File: src/rtl/iir_ctrl.sv
// iir_ctrl: sample-flow and coefficient-update controller for an IIR filter.
// Tracks samples in flight through the filter, throttles the upstream
// handshake, and swaps coefficient sets safely: drain the filter, clear its
// delay line, then load the new coefficients atomically.
module iir_ctrl #(
    parameter int MAX_INFLIGHT = 4,
    parameter int CLR_CYCLES   = 2
) (
    input  logic        CLK,
    input  logic        RST,
    input  logic        CFG_WE,
    input  logic [2:0]  CFG_ADDR,
    input  logic [13:0] CFG_DATA,
    input  logic        CFG_COMMIT,
    output logic        CFG_BUSY,
    output logic        CFG_DONE,
    input  logic        S_VALID,
    input  logic [13:0] S_DATA,
    output logic        S_READY,
    output logic [13:0] F_DIN,
    output logic        F_VIN,
    output logic [13:0] F_B0,
    output logic [13:0] F_B1,
    output logic [13:0] F_B2,
    output logic [13:0] F_A1,
    output logic [13:0] F_A2,
    input  logic        F_VOUT,
    output logic        F_RST_n,
    output logic        ERR
);

    localparam int CW = $clog2(MAX_INFLIGHT + 1);
    localparam int KW = (CLR_CYCLES > 1) ? $clog2(CLR_CYCLES) : 1;
    localparam logic [CW-1:0] CNT_MAX  = CW'(MAX_INFLIGHT);
    localparam logic [KW-1:0] CLR_LAST = KW'(CLR_CYCLES - 1);
    localparam int NCOEF = 5;

    // Controller phases
    localparam logic [1:0] ST_RUN   = 2'd0;
    localparam logic [1:0] ST_DRAIN = 2'd1;
    localparam logic [1:0] ST_CLEAR = 2'd2;
    localparam logic [1:0] ST_APPLY = 2'd3;

    logic [1:0]    state_q, state_d;
    logic [CW-1:0] cnt_q, cnt_d;
    logic [KW-1:0] clr_q, clr_d;
    logic [13:0]   din_q, din_d;
    logic          vin_q, vin_d;
    logic          done_q, done_d;
    logic          err_q, err_d;
    logic [13:0]   shadow_q [NCOEF];
    logic [13:0]   shadow_d [NCOEF];
    logic [13:0]   coef_q   [NCOEF];
    logic [13:0]   coef_d   [NCOEF];

    logic s_ready;
    logic xfer;

    // A commit request blocks acceptance in the very cycle it is raised, so a
    // sample can never slip in alongside the commit.
    assign s_ready = !RST && (state_q == ST_RUN) && (cnt_q < CNT_MAX) && !CFG_COMMIT;
    assign xfer    = S_VALID && s_ready;

    // Per-coefficient shadow write decode and apply-time load. The apply path
    // takes the post-write shadow value so a same-cycle write is included.
    genvar gi;
    generate
        for (gi = 0; gi < NCOEF; gi++) begin : g_coef
            assign shadow_d[gi] = (CFG_WE && (CFG_ADDR == 3'(gi))) ? CFG_DATA : shadow_q[gi];
            assign coef_d[gi]   = (state_q == ST_APPLY) ? shadow_d[gi] : coef_q[gi];
        end
    endgenerate

    // Next-state logic for the commit sequence and the clear-length counter
    always_comb begin
        state_d = state_q;
        clr_d   = clr_q;
        case (state_q)
            ST_RUN: begin
                if (CFG_COMMIT) begin
                    state_d = ST_DRAIN;
                end
            end
            ST_DRAIN: begin
                if (cnt_q == '0) begin
                    state_d = ST_CLEAR;
                    clr_d   = '0;
                end
            end
            ST_CLEAR: begin
                if (clr_q == CLR_LAST) begin
                    state_d = ST_APPLY;
                end else begin
                    clr_d = clr_q + KW'(1);
                end
            end
            ST_APPLY: begin
                state_d = ST_RUN;
            end
            default: begin
                state_d = ST_RUN;
            end
        endcase
    end

    // In-flight accounting; a return with nothing in flight is an underflow
    always_comb begin
        cnt_d = cnt_q;
        err_d = err_q;
        if (xfer && !F_VOUT) begin
            cnt_d = cnt_q + CW'(1);
        end else if (F_VOUT && !xfer) begin
            if (cnt_q == '0) begin
                err_d = 1'b1;
            end else begin
                cnt_d = cnt_q - CW'(1);
            end
        end
    end

    // Registered sample path to the filter and the apply-complete pulse
    always_comb begin
        vin_d  = xfer;
        din_d  = xfer ? S_DATA : din_q;
        done_d = (state_q == ST_APPLY);
    end

    // State registers; reset also aborts any commit in progress
    always_ff @(posedge CLK) begin
        if (RST) begin
            state_q <= ST_RUN;
            cnt_q   <= '0;
            clr_q   <= '0;
            din_q   <= '0;
            vin_q   <= 1'b0;
            done_q  <= 1'b0;
            err_q   <= 1'b0;
            for (int i = 0; i < NCOEF; i++) begin
                shadow_q[i] <= '0;
                coef_q[i]   <= '0;
            end
        end else begin
            state_q <= state_d;
            cnt_q   <= cnt_d;
            clr_q   <= clr_d;
            din_q   <= din_d;
            vin_q   <= vin_d;
            done_q  <= done_d;
            err_q   <= err_d;
            for (int i = 0; i < NCOEF; i++) begin
                shadow_q[i] <= shadow_d[i];
                coef_q[i]   <= coef_d[i];
            end
        end
    end

    assign S_READY  = s_ready;
    assign CFG_BUSY = !RST && ((state_q != ST_RUN) || CFG_COMMIT);
    assign CFG_DONE = done_q;
    assign F_RST_n  = !RST && (state_q != ST_CLEAR);
    assign F_DIN    = din_q;
    assign F_VIN    = vin_q;
    assign ERR      = err_q;
    assign F_B0     = coef_q[0];
    assign F_B1     = coef_q[1];
    assign F_B2     = coef_q[2];
    assign F_A1     = coef_q[3];
    assign F_A2     = coef_q[4];

endmodule
File: config.mk
export PLATFORM = sky130hd
export DESIGN_NAME = iir_ctrl
export DESIGN_NICKNAME = d
export VERILOG_FILES = /design/src/rtl/iir_ctrl.sv
export SDC_FILE = /design/constraint.sdc
export NUM_CORES = 1
export LEC_CHECK = 0
export ABC_CLOCK_PERIOD_IN_PS = 5000
export CORE_MARGIN = 4
export CORE_UTILIZATION = 50
export CTS_CLUSTER_SIZE = 40
export DETAILED_ROUTE_END_ITERATION = 16
export GPL_ROUTABILITY_DRIVEN = 0
export GPL_TIMING_DRIVEN = 1
export PLACE_DENSITY = 0.87
export SETUP_SLACK_MARGIN = 0.4
export SLEW_MARGIN = 10
export SYNTH_ARGS = -nofsm -noshare
export SYNTH_HDL_FRONTEND = slang
export SYNTH_SLANG_ARGS = --single-unit
File: constraint.sdc
create_clock -name CLK -period 5 [get_ports CLK]
set_input_delay 1 -clock CLK [delete_from_list [all_inputs] [get_ports CLK]]
set_output_delay 1 -clock CLK [all_outputs]
set_load 0.02 [all_outputs]
==> impl_metrics.json <==
{
  "status": "finished, final reports clean",
  "finalSetupTns_ns": 0,
  "htreeDepth": 4,
  "ys_top_cells_by_area": "dfxtp_1, mux2i_1, nor2_1",
  "cts_tree": "built",
  "fmax_ghz": 0.253,
  "grt_pass1_vias": 4573,
  "final.setup.worst_slack_ns": 1.05,
  "crit_type": "input port to primary output",
  "total_power_uw": 3700,
  "core_um2": 11400,
  "wl_um": 14100,
  "slew_violations": 0,
  "muxShareOfSynthArea_pct": 12.0,
  "yosys.area_share.simple_pct": 13.2,
  "cts_resized": 0,
  "yosys.area_share.adder_pct": 1.84,
  "netlist_area_um2": 5850,
  "crit_path_max_fanout": 84,
  "drc": 0,
  "syn_avg_cell_area_um2": 10.0,
  "crit_family": "buffers and inverters",
  "min_period_over_period_pct": 79.0,
  "grt_pass1_wl_um": 22500,
  "synth_common_cells": "dfxtp_1, nor2_1, a211oi_1, mux2i_1, clkbuf_1",
  "postCtsHoldBufs": 0,
  "worstMarginPinSlew_ns": 1.25,
  "powerDensity_nw_per_um2": 477,
  "port_buffers": 126,
  "avgViaCountPerCell": 5.42,
  "ir_drop_uv": 252,
  "grt_usage_pct": 21.6,
  "clockBufferDepth": 2,
  "fin_nets": 730,
  "initial_core_util_pct": 51.2,
  "cts_setup_buffers": 0,
  "post-route-min-period_ns": 3.95,
  "path_clk_slew_ns": 0.06,
  "drive_above_1_share_pct": 5.73,
  "die_w_um": 116,
  "rsz0062_at_grt": "no",
  "clock-root-buffer": "clkbuf_16",
  "diodes": 0,
  "die_h_um": 116,
  "critPathBufInv": 3,
  "leakage_uw": 0.00276,
  "antenna_found_initial": 0,
  "synth_compound_area_share_pct": 12.7,
  "worstPathCellList": "buf_4 -> or4b_4 -> inv_2 -> clkdlybuf4s50_1",
  "cts.sinks": 163,
  "rows": 39,
  "async_flop_share_pct": 0,
  "cp-start-kind": "input port",
  "ios": 127,
  "cts_buffers": 17,
  "synth_area_leader_cell": "dfxtp_1",
  "seq_area_frac_synth_pct": 55.8,
  "drt_iter0_drc": 336,
  "synthDistinctLibCells": 34,
  "area_delta_synth_final_pct": 32.7,
  "die-area_um2": 13500,
  "cap_violations": 0,
  "synth-warning-count": 0,
  "ys_ff_latch": 163,
  "post_drt_wl_per_cell_um": 16.8,
  "critPathMaxStageDelay_ns": 0.70,
  "synth_cells": 585,
  "post_synth_xor_area_fraction_pct": 0.150,
  "slowest_stage": "or4b_4",
  "critical_path_arrival_ns": 2.95,
  "grt_max_degree": 85,
  "synth_edf_count": 0,
  "ant_nets": 0,
  "synth.most_common_cell": "dfxtp_1",
  "hp-class": "register to register",
  "setup-violations-final": 0,
  "hold_violations": 0,
  "ys_dominant_reg_cell": "dfxtp_1",
  "clk_latency_ns": 0.42,
  "syn_nets": 630,
  "holdWs_ns": 0.482,
  "crit_required_ns": 4.00,
  "gr-total-overflow": 0,
  "place_ws_ns": 0.973,
  "synth_top_family_by_area": "simple AND/OR/NAND/NOR gates",
  "vias": 4557,
  "skew_ns": 0.00584,
  "post-route-util_pct": 68.0,
  "max_slew_margin_pct": 16.5,
  "dp_hpwl_um": 9370,
  "firstDrtPassIters": 5,
  "synth_top_area_share_pct": 55.8,
  "cp-end-kind": "primary output"
}
==> worst register-to-register path: stages (launching register included) <==
cell	delay, ns
dfxtp_1	0.35
inv_1	0.14
ha_1	0.20
or4b_4	0.56
inv_2	0.25
nand2_1	0.13
inv_1	0.09
ha_1	0.21
inv_1	0.09
fa_1	0.38
xor2_1	0.18
or4_1	0.41
a21oi_1	0.18
==> cell type report <==
class | count | area, um2
fill | 834 | 3660
sequential | 163 | 3260
multi-input combinational | 366 | 2350
timing repair buffer | 128 | 1270
clock buffer | 22 | 494
tap | 143 | 179
clock inverter | 10 | 170
inverter | 9 | 33.8
==> sequential cells by signal, indices dropped and copies added, names as in the netlist <==
register and count:
F_DIN 14, clr_q 1, cnt_q 3, shadow_q 70, CFG_DONE 1, state_q 2
F_VIN 1, coef_q 70, ERR 1
==> where the power goes <==
group          total (uW)  internal (uW)  switching (uW)
Sequential           1510           1430            87.1
Combinational         766            341             425
Clock                1420            907             514
Total                3700           2670            1030
==> stage by stage <==
stage | cells | area [um2]
4_1_cts | 841 | 7760
5_1_grt | 841 | 7760
3_3_place_gp | 809 | 7100
3_5_place_dp | 809 | 7100
6_report | 841 | 7760
2_1_floorplan | 585 | 5850
==> cell families after synthesis <==
group	after synthesis
xor+xnor	1
mux	70
simple gates	177
fa+ha+maj	8
buf+inv	56
compound gates	110
flops	163
==> worst paths after layout <==
| kind | from | to | slack (ns) | depth (start not counted) |
|---|---|---|---|---|
| worst max-delay path | RST | S_READY | 1.05 | 4 |
| worst min-delay path | F_DIN[11]$_SDFFE_PP0P_ | F_DIN[11]$_SDFFE_PP0P_ | 0.48 | 2 |
| worst max register to register | state_q[1]$_SDFFE_PP0P_ | cnt_q[2]$_SDFFE_PP0P_ | 1.75 | 12 |
| worst min register to register | F_DIN[11]$_SDFFE_PP0P_ | F_DIN[11]$_SDFFE_PP0P_ | 0.48 | 2 |
==> per-layer routing <==
layer / track usage (%) / part of all wire (%)
met1: 25.1 / 41
met2: 35.8 / 48
met3: 8.39 / 8.7
met4: 8.51 / 2.3
met5: 0 / 0
==> cells in the final DEF (no fill, tap or decap), drive strengths merged, types with 2 or more instances in the layout <==
master,synthesis,layout
nor2,143,143
and4bb,3,3
inv,9,10
o31ai,2,2
a211oi,70,70
a21oi,19,19
or4,2,2
buf,11,3
clkdlybuf4s50,0,125
nand2b,2,2
o21ai,14,14
clkinvlp,0,2
nand3,14,14
clkinv,0,3
dfxtp,163,163
a311oi,2,2
clkbuf,36,22
ha,7,7
a31oi,2,2
mux2i,70,70
bufinv,0,4
nor2b,2,2
nand2,3,3
Note: power is estimated with default switching activity, not from simulation.
